<file path="src/rtl/b_calc_pkg.sv">
// Shared definitions for the 8-bit calculator: ALU operator keycodes,
// keypad control codes, the entry sequencer state type and the
// sign-magnitude operand helper.
package b_calc_pkg;

  // ALU operator keycodes
  localparam logic [3:0] ALU_ADD  = 4'b0000;
  localparam logic [3:0] ALU_SUB  = 4'b0001;
  localparam logic [3:0] ALU_MUL  = 4'b0010;
  localparam logic [3:0] ALU_DIV  = 4'b0011;
  localparam logic [3:0] ALU_INV  = 4'b0100;
  localparam logic [3:0] ALU_AND  = 4'b0101;
  localparam logic [3:0] ALU_OR   = 4'b0110;
  localparam logic [3:0] ALU_XOR  = 4'b0111;
  localparam logic [3:0] ALU_SHR  = 4'b1000;
  localparam logic [3:0] ALU_SHL  = 4'b1001;
  localparam logic [3:0] ALU_ASHR = 4'b1010;
  localparam logic [3:0] ALU_ASHL = 4'b1011;
  localparam logic [3:0] ALU_NONE = 4'b1111;

  // Keypad control codes (digits are 0_dddd, operators 1_oooo)
  localparam logic [4:0] KEY_SIGN = 5'b1_1100;
  localparam logic [4:0] KEY_BKSP = 5'b1_1101;
  localparam logic [4:0] KEY_CLR  = 5'b1_1110;
  localparam logic [4:0] KEY_EQ   = 5'b1_1111;

  typedef enum logic [2:0] {
    ST_IDLE,
    ST_ENTRY,
    ST_SETUP,
    ST_PULSE,
    ST_GAP,
    ST_RESULT
  } b_inp_state_t;

  // Sign-magnitude operand; a negative zero is folded to plain zero.
  function automatic logic [8:0] b_inp_compose(input logic sign, input logic [7:0] mag);
    return {sign & (mag != 8'd0), mag};
  endfunction

endpackage

</file>
<file path="src/rtl/b_inp_digit_acc.sv">
// Decimal digit accumulator: holds the entry magnitude and the
// digit-pending flag, evaluates mag*10+d against the 8-bit limit and,
// when B_INP_BACKSPACE_EN is defined, provides the /10 backspace path.
module b_inp_digit_acc
  import b_calc_pkg::*;
(
  input  logic       i_sys_clock,
  input  logic       i_sys_reset,
  input  logic       digit_valid,
  input  logic       digit_load,
  input  logic       entry_clear,
`ifdef B_INP_BACKSPACE_EN
  input  logic       bksp,
  output logic       bksp_empty,
`endif
  input  logic [3:0] digit,
  output logic       digit_fits,
  output logic [7:0] mag_next,
  output logic       pending
);

  logic [7:0]  mag_reg;
  logic        pending_reg;
  logic        pending_next;
  logic [11:0] prod;

  // mag*10 built from shifts; 12 bits covers 255*10+9
  assign prod       = ({4'd0, mag_reg} << 3) + ({4'd0, mag_reg} << 1) + {8'd0, digit};
  assign digit_fits = (prod <= 12'd255);
  assign pending    = pending_reg;

`ifdef B_INP_BACKSPACE_EN
  logic [7:0] mag_quot;
  assign mag_quot   = mag_reg / 8'd10;
  // Leading zeros carry no value, so a zero quotient leaves nothing pending
  assign bksp_empty = (mag_quot == 8'd0);
`endif

  // Next magnitude: clear wins, then fresh load, then accumulate, then backspace
  always_comb begin
    mag_next     = mag_reg;
    pending_next = pending_reg;
    if (entry_clear) begin
      mag_next     = 8'd0;
      pending_next = 1'b0;
    end else if (digit_load) begin
      mag_next     = {4'd0, digit};
      pending_next = 1'b1;
    end else if (digit_valid && digit_fits) begin
      mag_next     = prod[7:0];
      pending_next = 1'b1;
    end
`ifdef B_INP_BACKSPACE_EN
    else if (bksp) begin
      mag_next     = mag_quot;
      pending_next = !bksp_empty;
    end
`endif
  end

  // Magnitude and pending-flag registers
  always_ff @(posedge i_sys_clock) begin
    if (i_sys_reset) begin
      mag_reg     <= 8'd0;
      pending_reg <= 1'b0;
    end else begin
      mag_reg     <= mag_next;
      pending_reg <= pending_next;
    end
  end

endmodule

</file>
<file path="src/rtl/b_input_ctrl.sv">
// Keypad-to-ALU entry sequencer. Builds the sign-magnitude operand from
// digit keys and drives the ALU keycode/enable/equal handshake so the ALU
// computes once per key with its previously latched operator.
// Optional feature macro: B_INP_BACKSPACE_EN (backspace key support).
module b_input_ctrl
  import b_calc_pkg::*;
#(
  parameter int P_STROBE_LEN = 2
)
(
  input  logic       i_sys_clock,
  input  logic       i_sys_reset,
  input  logic       i_b_inp_key_valid,
  input  logic [4:0] i_b_inp_key_code,
  output logic [8:0] o_b_inp_operand,
  output logic [3:0] o_b_inp_op_keycode,
  output logic       o_b_inp_en,
  output logic       o_b_inp_equal,
  output logic       o_b_inp_alu_clear,
  output logic       o_b_inp_entry_active,
  output logic       o_b_inp_entry_err,
  output logic       o_b_inp_busy
);

  localparam int              CNT_W    = (P_STROBE_LEN > 1) ? $clog2(P_STROBE_LEN) : 1;
  localparam logic [CNT_W-1:0] CNT_LAST = CNT_W'(P_STROBE_LEN - 1);

  b_inp_state_t     state_reg, state_next;
  logic             sign_reg, sign_next;
  logic [CNT_W-1:0] cnt_reg, cnt_next;
  logic [3:0]       pend_keycode_reg, pend_keycode_next;
  logic             pend_equal_reg, pend_equal_next;
  logic             pend_result_reg, pend_result_next;
  logic [8:0]       operand_reg, operand_next;
  logic [3:0]       keycode_reg, keycode_next;
  logic             en_reg, en_next;
  logic             equal_reg, equal_next;
  logic             alu_clear_reg, alu_clear_next;
  logic             err_reg, err_next;
  logic             busy_reg, busy_next;

  logic             acc_digit_valid, acc_load, acc_clear, acc_fits, acc_pending;
  logic [7:0]       acc_mag_next;
`ifdef B_INP_BACKSPACE_EN
  logic             acc_bksp, acc_bksp_empty;
`endif

  logic key_digit, key_op;
  assign key_digit = !i_b_inp_key_code[4] && (i_b_inp_key_code[3:0] <= 4'd9);
  assign key_op    = i_b_inp_key_code[4] && (i_b_inp_key_code[3:2] != 2'b11);

  b_inp_digit_acc u_acc (
    .i_sys_clock (i_sys_clock),
    .i_sys_reset (i_sys_reset),
    .digit_valid (acc_digit_valid),
    .digit_load  (acc_load),
    .entry_clear (acc_clear),
`ifdef B_INP_BACKSPACE_EN
    .bksp        (acc_bksp),
    .bksp_empty  (acc_bksp_empty),
`endif
    .digit       (i_b_inp_key_code[3:0]),
    .digit_fits  (acc_fits),
    .mag_next    (acc_mag_next),
    .pending     (acc_pending)
  );

  // Next-state and next-output decode; keys only act in IDLE/ENTRY/RESULT
  always_comb begin
    state_next        = state_reg;
    sign_next         = sign_reg;
    cnt_next          = cnt_reg;
    pend_keycode_next = pend_keycode_reg;
    pend_equal_next   = pend_equal_reg;
    pend_result_next  = pend_result_reg;
    keycode_next      = keycode_reg;
    alu_clear_next    = 1'b0;
    err_next          = 1'b0;
    acc_digit_valid   = 1'b0;
    acc_load          = 1'b0;
    acc_clear         = 1'b0;
`ifdef B_INP_BACKSPACE_EN
    acc_bksp          = 1'b0;
`endif
    case (state_reg)
      ST_IDLE, ST_ENTRY, ST_RESULT: begin
        if (i_b_inp_key_valid) begin
          if (key_digit) begin
            if (state_reg == ST_RESULT) begin
              // New calculation: reset the ALU and start over with this digit
              alu_clear_next = 1'b1;
              acc_load       = 1'b1;
              sign_next      = 1'b0;
              state_next     = ST_ENTRY;
            end else if (acc_fits) begin
              acc_digit_valid = 1'b1;
              state_next      = ST_ENTRY;
            end else begin
              err_next = 1'b1;
            end
          end else if (i_b_inp_key_code == KEY_SIGN) begin
            if (state_reg == ST_RESULT) begin
              sign_next  = 1'b1;
              state_next = ST_IDLE;
            end else begin
              sign_next = ~sign_reg;
            end
          end else if (i_b_inp_key_code == KEY_CLR) begin
            alu_clear_next = 1'b1;
            acc_clear      = 1'b1;
            sign_next      = 1'b0;
            keycode_next   = ALU_NONE;
            state_next     = ST_IDLE;
          end else if (i_b_inp_key_code == KEY_EQ) begin
            if (state_reg == ST_ENTRY) begin
              pend_keycode_next = ALU_NONE;
              pend_equal_next   = 1'b1;
              pend_result_next  = 1'b1;
              state_next        = ST_SETUP;
            end
          end else if (key_op) begin
            if (i_b_inp_key_code[3:0] == ALU_INV) begin
              // Invert of the entry issues with en; invert of the result uses equal
              pend_keycode_next = ALU_INV;
              pend_equal_next   = (state_reg != ST_ENTRY);
              pend_result_next  = (state_reg != ST_ENTRY);
              state_next        = ST_SETUP;
            end else if (state_reg == ST_ENTRY) begin
              pend_keycode_next = i_b_inp_key_code[3:0];
              pend_equal_next   = 1'b0;
              pend_result_next  = 1'b0;
              state_next        = ST_SETUP;
            end else begin
              keycode_next = i_b_inp_key_code[3:0];
              state_next   = ST_IDLE;
            end
          end
`ifdef B_INP_BACKSPACE_EN
          else if (i_b_inp_key_code == KEY_BKSP && state_reg == ST_ENTRY) begin
            acc_bksp = 1'b1;
            if (acc_bksp_empty) begin
              sign_next  = 1'b0;
              state_next = ST_IDLE;
            end
          end
`endif
        end
      end
      ST_SETUP: begin
        // New keycode goes out together with the strobe
        state_next   = ST_PULSE;
        cnt_next     = '0;
        keycode_next = pend_keycode_reg;
      end
      ST_PULSE: begin
        if (cnt_reg == CNT_LAST) begin
          state_next = ST_GAP;
          acc_clear  = 1'b1;
          sign_next  = 1'b0;
          if (pend_keycode_reg == ALU_INV) begin
            keycode_next = ALU_NONE;
          end
        end else begin
          cnt_next = cnt_reg + CNT_W'(1);
        end
      end
      ST_GAP: begin
        state_next = pend_result_reg ? ST_RESULT : ST_IDLE;
      end
      default: begin
        state_next = ST_IDLE;
      end
    endcase

    busy_next    = (state_next == ST_SETUP) || (state_next == ST_PULSE) || (state_next == ST_GAP);
    // Operand is frozen for the whole issue sequence, even after the entry clears
    operand_next = busy_next ? operand_reg : b_inp_compose(sign_next, acc_mag_next);
    en_next      = (state_next == ST_PULSE) && !pend_equal_next;
    equal_next   = (state_next == ST_PULSE) && pend_equal_next;
  end

  // State and registered outputs
  always_ff @(posedge i_sys_clock) begin
    if (i_sys_reset) begin
      state_reg        <= ST_IDLE;
      sign_reg         <= 1'b0;
      cnt_reg          <= '0;
      pend_keycode_reg <= ALU_NONE;
      pend_equal_reg   <= 1'b0;
      pend_result_reg  <= 1'b0;
      operand_reg      <= 9'd0;
      keycode_reg      <= ALU_NONE;
      en_reg           <= 1'b0;
      equal_reg        <= 1'b0;
      alu_clear_reg    <= 1'b0;
      err_reg          <= 1'b0;
      busy_reg         <= 1'b0;
    end else begin
      state_reg        <= state_next;
      sign_reg         <= sign_next;
      cnt_reg          <= cnt_next;
      pend_keycode_reg <= pend_keycode_next;
      pend_equal_reg   <= pend_equal_next;
      pend_result_reg  <= pend_result_next;
      operand_reg      <= operand_next;
      keycode_reg      <= keycode_next;
      en_reg           <= en_next;
      equal_reg        <= equal_next;
      alu_clear_reg    <= alu_clear_next;
      err_reg          <= err_next;
      busy_reg         <= busy_next;
    end
  end

  assign o_b_inp_operand      = operand_reg;
  assign o_b_inp_op_keycode   = keycode_reg;
  assign o_b_inp_en           = en_reg;
  assign o_b_inp_equal        = equal_reg;
  assign o_b_inp_alu_clear    = alu_clear_reg;
  assign o_b_inp_entry_active = acc_pending;
  assign o_b_inp_entry_err    = err_reg;
  assign o_b_inp_busy         = busy_reg;

endmodule

</file>
<file path="config.mk">
export PLATFORM = sky130hd
export DESIGN_NAME = b_input_ctrl
export DESIGN_NICKNAME = d
export VERILOG_FILES = /design/src/rtl/b_calc_pkg.sv /design/src/rtl/b_inp_digit_acc.sv /design/src/rtl/b_input_ctrl.sv
export SDC_FILE = /design/constraint.sdc
export NUM_CORES = 1
export LEC_CHECK = 0
export CAP_MARGIN = 20
export CORE_MARGIN = 4
export CORE_UTILIZATION = 45
export CTS_BUF_LIST = sky130_fd_sc_hd__clkbuf_8
export CTS_CLUSTER_SIZE = 10
export DETAILED_ROUTE_END_ITERATION = 10
export PLACE_DENSITY = 0.66
export SYNTH_ARGS = -nofsm -noshare
export SYNTH_HDL_FRONTEND = slang
export SYNTH_SLANG_ARGS = --single-unit
</file>
<file path="constraint.sdc">
create_clock -name i_sys_clock -period 4.85 [get_ports i_sys_clock]
set_clock_uncertainty 0.1 [all_clocks]
set_input_delay 0.485 -clock i_sys_clock [delete_from_list [all_inputs] [get_ports i_sys_clock]]
set_output_delay 0.485 -clock i_sys_clock [all_outputs]
set_load 0.005 [all_outputs]
</file>
==> metrics.log, run 1 <==
INFO  metric worst_ir_drop_on_vdd = 0.0002237 V
INFO  metric final.hold.worst_slack = 0.3567 ns
INFO  metric gpl.final_weighted_congestion = 0.8641
INFO  metric die_height = 83.06 um
INFO  metric avgRoutedWirePerCell = 15.62 um
INFO  metric synth_cell_type_count = 66
INFO  metric antenna_found_initial = 0
INFO  metric grt-ovfl-total = 0
INFO  metric rsz0062_at_grt = false
INFO  metric status = complete, no violations
INFO  metric totalNegativeSetupSlack = 0 ns
INFO  metric origin_of_the_worst_setup_path = i_b_inp_key_code[3]
INFO  metric tritoncts_clock_tree = built
INFO  metric final_layout_size_suffix_gt1_frac = 0.09816
INFO  metric yosys_register_bits = 38
INFO  metric post-route-min-period = 3.860 ns
INFO  metric setup.worst_path.class = input port to flop
INFO  metric worstMarginPinSlew = 1.020 ns
INFO  metric clock.fmax = 0.2591 GHz
INFO  metric chipWidth = 83.06 um
INFO  metric initial_utilization = 0.4632
INFO  metric grt_max_degree = 29
INFO  metric syn-cell-area = 2535 um2
INFO  metric seq_area = 760.7 um2
INFO  metric core = 5473 um2
INFO  metric timing.critical_path.buf_inv = 2
INFO  metric cts-hold-fix-buffers = 0
INFO  metric ctsRootBufferMaster = sky130_fd_sc_hd__clkbuf_8
INFO  metric placementRows = 27
INFO  metric cellPowerDensity = 247.1 nW/um2
INFO  metric critical_path.endpoint = o_b_inp_operand[0]$_SDFFE_PP0N_
INFO  metric mappedNetlistNets = 334
INFO  metric share_of_the_synthesized_area_in_compound_gates_ao_oa_aoi_oai = 0.2641
INFO  metric worst_min_delay_path_class = flop to flop
INFO  metric buffers_from_clock_root_to_sink_at_most = 2
INFO  metric post_synthesis_cell_type_with_the_largest_combined_area = sky130_fd_sc_hd__dfxtp_1
INFO  metric synth-edff-count = 0
INFO  metric leading_post_synthesis_cells_by_cell_area = sky130_fd_sc_hd__dfxtp_1, sky130_fd_sc_hd__ha_1, sky130_fd_sc_hd__nor2_1
INFO  metric critPathArrivalTime = 3.89 ns
INFO  metric multi_input_area = 1634 um2
INFO  metric timing.final.crit_share = 0.7959
INFO  metric route.detailed.drc = 0
INFO  metric port_buffers = 26
INFO  metric critPathMostFrequentCell = sky130_fd_sc_hd__fa_1
INFO  metric filler_cell_count = 538
INFO  metric synthTopCellsByCount = sky130_fd_sc_hd__dfxtp_1, sky130_fd_sc_hd__nor2_1, sky130_fd_sc_hd__a21oi_1
INFO  metric async_reset_ff_frac = 0
INFO  metric final_cell_area = 2897 um2
INFO  metric max_cap_violations = 0
INFO  metric synth_warnings = 0
INFO  metric grt_usage = 0.1853
INFO  metric final_antenna_net_count = 0
INFO  metric area_added_between_synthesis_and_finish = 14.26%
INFO  metric cp_slowest_cell = sky130_fd_sc_hd__fa_1
INFO  metric dp_hpwl = 4.512 mm
INFO  metric synthesis.instances = 309
INFO  metric insertion_delay = 0.29 ns
INFO  metric cts.repair_timing.setup_buffer_count = 0
INFO  metric detailedRoute.firstPassIterationCount = 4
INFO  metric req_time_crit_path = 4.88 ns
INFO  metric timing.final.hold_violations = 0
INFO  metric cts_made_buffers = 5
INFO  metric synth_xor_xnor_area_share = 0.01382
INFO  metric worst_path_largest_cell_delay = 0.57 ns
INFO  metric clkSlewWorstSetupHoldPaths = 0.07 ns
INFO  metric h-tree-depth = 2
INFO  metric adder_and_majority_cell_fraction_of_the_synthesized_area = 0.08983
INFO  metric grt_pass1_vias = 2,213
INFO  metric setup-violations-final = 0
INFO  metric via_per_inst = 5.882
INFO  metric cts_resized = 0
INFO  metric r2r_slack = 1.30 ns
INFO  metric timing.rr.start = u_acc.mag_reg[0]$_SDFF_PP0_
INFO  metric yosys.area.top_type_share = 0.3001
INFO  metric yosys-mux-area-fraction = 0.01728
INFO  metric slew_headroom = 0.3179
INFO  metric worstSetupEndpointType = flop
INFO  metric grt_pass1_wl = 10.74 mm
INFO  metric ys_seq_area_frac = 0.3001
INFO  metric yosys.area_share.simple = 0.2596
INFO  metric clock-sinks = 38
INFO  metric placed_cell_area = 2805 um2
INFO  metric drtIter0Drc = 178
INFO  metric io-pin-count = 27
INFO  metric routed-via-count = 2,341
INFO  metric worstSetupPathDepth = 12
INFO  metric reg2reg_to = o_b_inp_operand[0]$_SDFFE_PP0N_
INFO  metric routed_wirelength = 6.217 mm
INFO  metric antenna_cells = 0
INFO  metric timing.final.ws_setup = 0.9901 ns
INFO  metric crit_path_start_kind = input port
INFO  metric main_combinational_cell_family_by_area_after_synthesis = compound AO/OA/AOI/OAI gates
INFO  metric reg2reg_depth = 11
INFO  metric cellLeakagePower = 1.150 nW
INFO  metric cell_family_contributing_the_most_delay_on_the_critical_path = compound AO/OA/AOI/OAI gates
INFO  metric timing.hold.worst_path_depth = 2
INFO  metric max_slew_violation_count = 0
INFO  metric max_reg_flops = 9
INFO  metric design.final.nets = 350
INFO  metric mean_syn_cell_area = 8.204 um2
INFO  metric crit_path_max_fanout = 6
INFO  metric dp_slack = 0.7113 ns
INFO  metric critical_path_cell_by_cell = clkdlybuf4s50_1 > fa_1 > inv_1 > fa_1 > nand2b_1 > a2111oi_2 > o211a_1 > o32a_1 > nand3_1 > and4_1 > o21ai_0 > a21oi_1
INFO  metric synthFlopType = sky130_fd_sc_hd__dfxtp_1
INFO  metric floorplan.die_area = 6898 um2
how the worst min path moves through the flow:
stage | slack (ns) | endpoint | startpoint
6_report | 0.36 | o_b_inp_operand[7]$_SDFFE_PP0N_ | o_b_inp_operand[7]$_SDFFE_PP0N_
5_1_grt | 0.39 | o_b_inp_op_keycode[0]$_SDFFE_PP1P_ | o_b_inp_op_keycode[0]$_SDFFE_PP1P_
2_1_floorplan | 0.35 | o_b_inp_operand[7]$_SDFFE_PP0N_ | o_b_inp_operand[7]$_SDFFE_PP0N_
3_5_place_dp | 0.35 | o_b_inp_op_keycode[2]$_SDFFE_PP1P_ | o_b_inp_op_keycode[2]$_SDFFE_PP1P_
3_3_place_gp | 0.34 | o_b_inp_op_keycode[1]$_SDFFE_PP1P_ | o_b_inp_op_keycode[1]$_SDFFE_PP1P_
4_1_cts | 0.37 | o_b_inp_operand[7]$_SDFFE_PP0N_ | o_b_inp_operand[7]$_SDFFE_PP0N_
cells in the final DEF (no fill, tap or decap), drive strengths merged, types with 7 or more instances in the layout:
cell | netlist | layout
inv | 8 | 9
a21oi | 23 | 23
o21ai | 15 | 15
nor2b | 19 | 19
nand2 | 19 | 19
nand3 | 8 | 8
a211o | 8 | 8
nor2 | 39 | 39
clkdlybuf4s50 | 0 | 26
ha | 15 | 15
dfxtp | 38 | 38
a31oi | 7 | 7
routing by layer:
metal | track usage | wire length [um]
met5 | 0 | 0
met4 | 0.05052 | 43
met3 | 0.02679 | 249
met2 | 0.2646 | 2612
met1 | 0.2863 | 3312
stage by stage:
step           utilization  total power [mW]  std cells
6_report            0.5293            0.7158        398
5_1_grt             0.5293            0.7533        398
4_1_cts             0.5293            0.7199        398
3_5_place_dp        0.5126            0.4968        390
3_3_place_gp        0.5126            0.4961        390
2_1_floorplan            -            0.4461        309
area by class of cell:
type / instances / share of cell area
Clock buffer: 6 / 0.02851
Clock inverter: 2 / 0.003024
Inverter: 8 / 0.01037
Multi-Input combinational cell: 242 / 0.5641
Sequential cell: 38 / 0.2626
Tap cell: 72 / 0.03110
Timing Repair Buffer: 30 / 0.1002
cells by family (layout without fill, tap and decap cells):
family | Yosys count | in the layout
buffers and inverters | 29 | 46
muxes | 4 | 4
adders and majority gates | 17 | 17
and+or+nand+nor | 122 | 122
DFF | 38 | 38
AOI/OAI and AO/OA | 95 | 95
xor gates and xnor gates | 4 | 4
report_power, final:
group | switching [mW] | internal (mW) | leakage, nW
combinational | 0.0799 | 0.0687 | 0.789
sequential | 0.0154 | 0.328 | 0.309
clock | 0.111 | 0.113 | 0.0524
worst min-delay path, delay by kind of cell, from the launching register on:
family | cells | cell delay [ns]
simple gates | 1 | 0.05
flops | 1 | 0.31
compound gates | 1 | 0.05
Power figures use the tool's default switching activity.
==> inputs of run 2 (changes only) <==
--- a/config.mk
+++ b/config.mk
@@ -11,7 +11,7 @@
 export CTS_BUF_LIST = sky130_fd_sc_hd__clkbuf_8
 export CTS_CLUSTER_SIZE = 10
 export DETAILED_ROUTE_END_ITERATION = 10
-export PLACE_DENSITY = 0.66
+export PLACE_DENSITY = 0.68
 export SYNTH_ARGS = -nofsm -noshare
 export SYNTH_HDL_FRONTEND = slang
 export SYNTH_SLANG_ARGS = --single-unit
==> constraint.sdc (replaced) <==
create_clock -name i_sys_clock -period 3.35 [get_ports i_sys_clock]
set_clock_uncertainty 0.1 [all_clocks]
set_input_delay 0.335 -clock i_sys_clock [delete_from_list [all_inputs] [get_ports i_sys_clock]]
set_output_delay 0.335 -clock i_sys_clock [all_outputs]
set_load 0.005 [all_outputs]
==> run 2 against run 1 <==
Net effect: the flow now finishes with violations (setup timing); clock power rose by 74%; sequential share of layout area down 2.4 points; first-iteration DRC count rose by 50%; sequential power rose by 44%; combinational power increased by 64%; register-to-register slack worse by 1.3 ns; global-route usage up 0.47 points; worst setup slack lost 1.0 ns; critical endpoint is now o_b_inp_operand[3]$_SDFFE_PP0N_; largest cell class unchanged.
==> metrics.log, run 2 (same netlist as run 1, synthesis figures left out) <==
INFO  metric status = finished with violations (was complete, no violations)
INFO  metric violations = setup timing
INFO  metric req_time_crit_path = 3.49 ns (was 4.88 ns)
INFO  metric design.final.nets = 372 (was 350)
INFO  metric worst_path_largest_cell_delay = 0.55 ns (was 0.57 ns)
INFO  metric tritoncts_clock_tree = built (unchanged)
INFO  metric initial_utilization = 0.4632 (unchanged)
INFO  metric post-route-min-period = 3.355 ns
INFO  metric gpl.final_weighted_congestion = 0.8734 (was 0.8641)
INFO  metric ctsRootBufferMaster = sky130_fd_sc_hd__clkbuf_8 (unchanged)
INFO  metric final_cell_area = 3218 um2 (was 2897 um2)
INFO  metric timing.final.crit_share = 1.002
INFO  metric die_height = 83.06 um (unchanged)
INFO  metric clock-sinks = 38 (unchanged)
INFO  metric setup-violations-final = 1 (was 0)
INFO  metric floorplan.die_area = 6898 um2 (unchanged)
INFO  metric combinationalPowerShare = 0.217 (was 0.208)
INFO  metric seq_area = 767.0 um2 (was 760.7 um2)
INFO  metric worstMarginPinSlew = 0.5032 ns (was 1.020 ns)
INFO  metric routed-via-count = 2,426 (was 2,341)
INFO  metric antenna_cells = 0 (unchanged)
INFO  metric cellLeakagePower = 1.285 nW (was 1.150 nW)
INFO  metric route.detailed.drc = 0 (unchanged)
INFO  metric port_buffers = 26 (unchanged)
INFO  metric internal_power = 0.8117 mW (was 0.5097 mW)
INFO  metric max_reg_flops = 9 (unchanged)
INFO  metric insertion_delay = 0.29 ns (about the same)
INFO  metric clkPwrFrac = 0.344 (was 0.312)
INFO  metric multi_input_area = 1754 um2 (was 1634 um2)
INFO  metric crit_path_start_kind = flop (was input port)
INFO  metric final_antenna_net_count = 0 (unchanged)
INFO  metric core = 5473 um2 (unchanged)
INFO  metric rsz0062_at_grt = true (was false)
INFO  metric place_inst = 409 (was 390)
INFO  metric slew_headroom = 0.6635 (was 0.3179)
INFO  metric chipWidth = 83.06 um (unchanged)
INFO  metric area_added_between_synthesis_and_finish = 26.95% (was 14.26%)
INFO  metric p_sw = 0.3154 mW (was 0.2061 mW)
INFO  metric grt_pass1_vias = 2,217 (was 2,213)
INFO  metric drtIter0Drc = 267 (was 178)
INFO  metric layout.cells.non_filler = 420 (was 398)
INFO  metric critPathArrivalTime = 3.50 ns (was 3.89 ns)
INFO  metric cell_family_contributing_the_most_delay_on_the_critical_path = compound AO/OA/AOI/OAI gates (unchanged)
INFO  metric via_per_inst = 5.776 (was 5.882)
INFO  metric grt_max_degree = 19 (was 29)
INFO  metric io-pin-count = 27 (unchanged)
INFO  metric avgRoutedWirePerCell = 15.56 um (was 15.62 um)
INFO  metric dp_hpwl = 4.805 mm (was 4.512 mm)
INFO  metric totalNegativeSetupSlack = -0.005409 ns (was 0 ns)
INFO  metric grt-ovfl-total = 0 (unchanged)
INFO  metric critical_path_cell_by_cell = fa_1 > inv_2 > fa_2 > nand2b_4 > a2111oi_4 > o211a_1 > o32ai_2 > or4_1 > a31oi_2 > and2b_1 > o22a_2 (was clkdlybuf4s50_1 > fa_1 > inv_1 > fa_1 > nand2b_1 > a2111oi_2 > o211a_1 > o32a_1 > nand3_1 > and4_1 > o21ai_0 > a21oi_1)
INFO  metric post-route-util = 0.5880 (was 0.5293)
INFO  metric filler_cell_count = 494 (was 538)
INFO  metric layout.cells.most_common_list = sky130_fd_sc_hd__nor2_1, sky130_fd_sc_hd__dfxtp_1, sky130_fd_sc_hd__buf_4, sky130_fd_sc_hd__clkdlybuf4s50_1, sky130_fd_sc_hd__a21oi_1 (was sky130_fd_sc_hd__nor2_1, sky130_fd_sc_hd__dfxtp_1, sky130_fd_sc_hd__clkdlybuf4s50_1, sky130_fd_sc_hd__a21oi_1)
INFO  metric dp_slack = -0.5075 ns (was 0.7113 ns)
INFO  metric placed_cell_area = 2948 um2 (was 2805 um2)
INFO  metric worstSetupEndpointType = flop (unchanged)
INFO  metric timing.critical_path.buf_inv = 1 (was 2)
INFO  metric placementRows = 27 (unchanged)
INFO  metric final_layout_size_suffix_gt1_frac = 0.2184 (was 0.09816)
INFO  metric power.share.sequential = 0.439 (was 0.480)
INFO  metric worst_ir_drop_on_vdd = 0.0002820 V (was 0.0002237 V)
INFO  metric cts-hold-fix-buffers = 0 (unchanged)
INFO  metric grt_usage = 0.1900 (was 0.1853)
INFO  metric max_cap_violations = 0 (unchanged)
INFO  metric clkSlewWorstSetupHoldPaths = 0.08 ns (was 0.07 ns)
INFO  metric worst_min_delay_path_class = flop to flop (unchanged)
INFO  metric buffers_from_clock_root_to_sink_at_most = 2 (unchanged)
INFO  metric crit_path_max_fanout = 2 (was 6)
INFO  metric antenna_found_initial = 0 (unchanged)
INFO  metric setup.worst_path.class = flop to flop (was input port to flop)
INFO  metric layout_commonest_cell = sky130_fd_sc_hd__nor2_1
INFO  metric net_sw_frac = 0.2798 (was 0.2879)
INFO  metric clock.fmax = 0.2980 GHz
INFO  metric cp_slowest_cell = sky130_fd_sc_hd__or4_1 (was sky130_fd_sc_hd__fa_1)
INFO  metric h-tree-depth = 2 (unchanged)
INFO  metric routed_wirelength = 6.535 mm (was 6.217 mm)
INFO  metric detailedRoute.firstPassIterationCount = 4 (unchanged)
INFO  metric cellPowerDensity = 350.2 nW/um2 (was 247.1 nW/um2)
INFO  metric grt_pass1_wl = 10.95 mm (was 10.74 mm)
INFO  metric cts_made_buffers = 5 (unchanged)
INFO  metric timing.final.ws_setup = -0.005409 ns (was 0.9901 ns)
INFO  metric max_slew_violation_count = 0 (unchanged)
INFO  metric timing.final.hold_violations = 0 (unchanged)
## run 2: path summary, 6_finish.rpt
kind                                                       from                               to  slack, ns  cells after the start
worst min-delay path            o_b_inp_operand[7]$_SDFFE_PP0N_  o_b_inp_operand[7]$_SDFFE_PP0N_       0.36                      2
worst max register to register      u_acc.mag_reg[0]$_SDFF_PP0_  o_b_inp_operand[3]$_SDFFE_PP0N_     -0.005                     11
worst max-delay path                u_acc.mag_reg[0]$_SDFF_PP0_  o_b_inp_operand[3]$_SDFFE_PP0N_     -0.005                     11
worst min register to register  o_b_inp_operand[7]$_SDFFE_PP0N_  o_b_inp_operand[7]$_SDFFE_PP0N_       0.36                      2
## run 2: what timing repair did
action,in CTS,in global routing
hold endpoints to repair,0,0
gates resized for setup,12,19
endpoints found under the setup margin,18,14
setup buffers,1,2
gates cloned,0,0
pin swaps,6,12
## run 2: power by group through the flow
| stage | combinational (mW) | sequential [mW] | clock (mW) |
|---|---|---|---|
| floorplan | 0.147 | 0.499 | 0 |
| global placement | 0.224 | 0.504 | 0 |
| detailed placement | 0.226 | 0.504 | 0 |
| CTS | 0.237 | 0.494 | 0.399 |
| global route | 0.268 | 0.498 | 0.418 |
| finish | 0.245 | 0.495 | 0.388 |
## run 2: layout make-up
cell class,count,area share
flip-flops and latches,38,0.2383
repair buffers,52,0.1439
clock buffers,5,0.02138
clock inverters,3,0.01400
well taps,72,0.02799
multi-input cells,242,0.5451
inverters,8,0.009331
## run 2: worst register-to-register path, delay by kind of cell (launching register included)
kind / cells / cell delay (ns)
flops: 1 / 0.36
buf+inv: 1 / 0.04
simple gates: 3 / 0.88
compound gates: 5 / 1.06
fa+ha+maj: 2 / 0.87
## run 2: metal layers
layer	global-route usage	share of wire	vias to the layer above
li1	-	-	1212
met1	0.2846	0.49	1137
met2	0.2762	0.44	70
met3	0.03274	0.058	7
met4	0.05646	0.0093	0
met5	0	0	-
## run 2: metrics by stage
step / hold WS (ns) / total power, mW
floorplan: 0.3483 / 0.6459
global placement: 0.3434 / 0.7279
detailed placement: 0.3485 / 0.7308
CTS: 0.3642 / 1.130
global route: 0.3952 / 1.183
finish: 0.3617 / 1.127
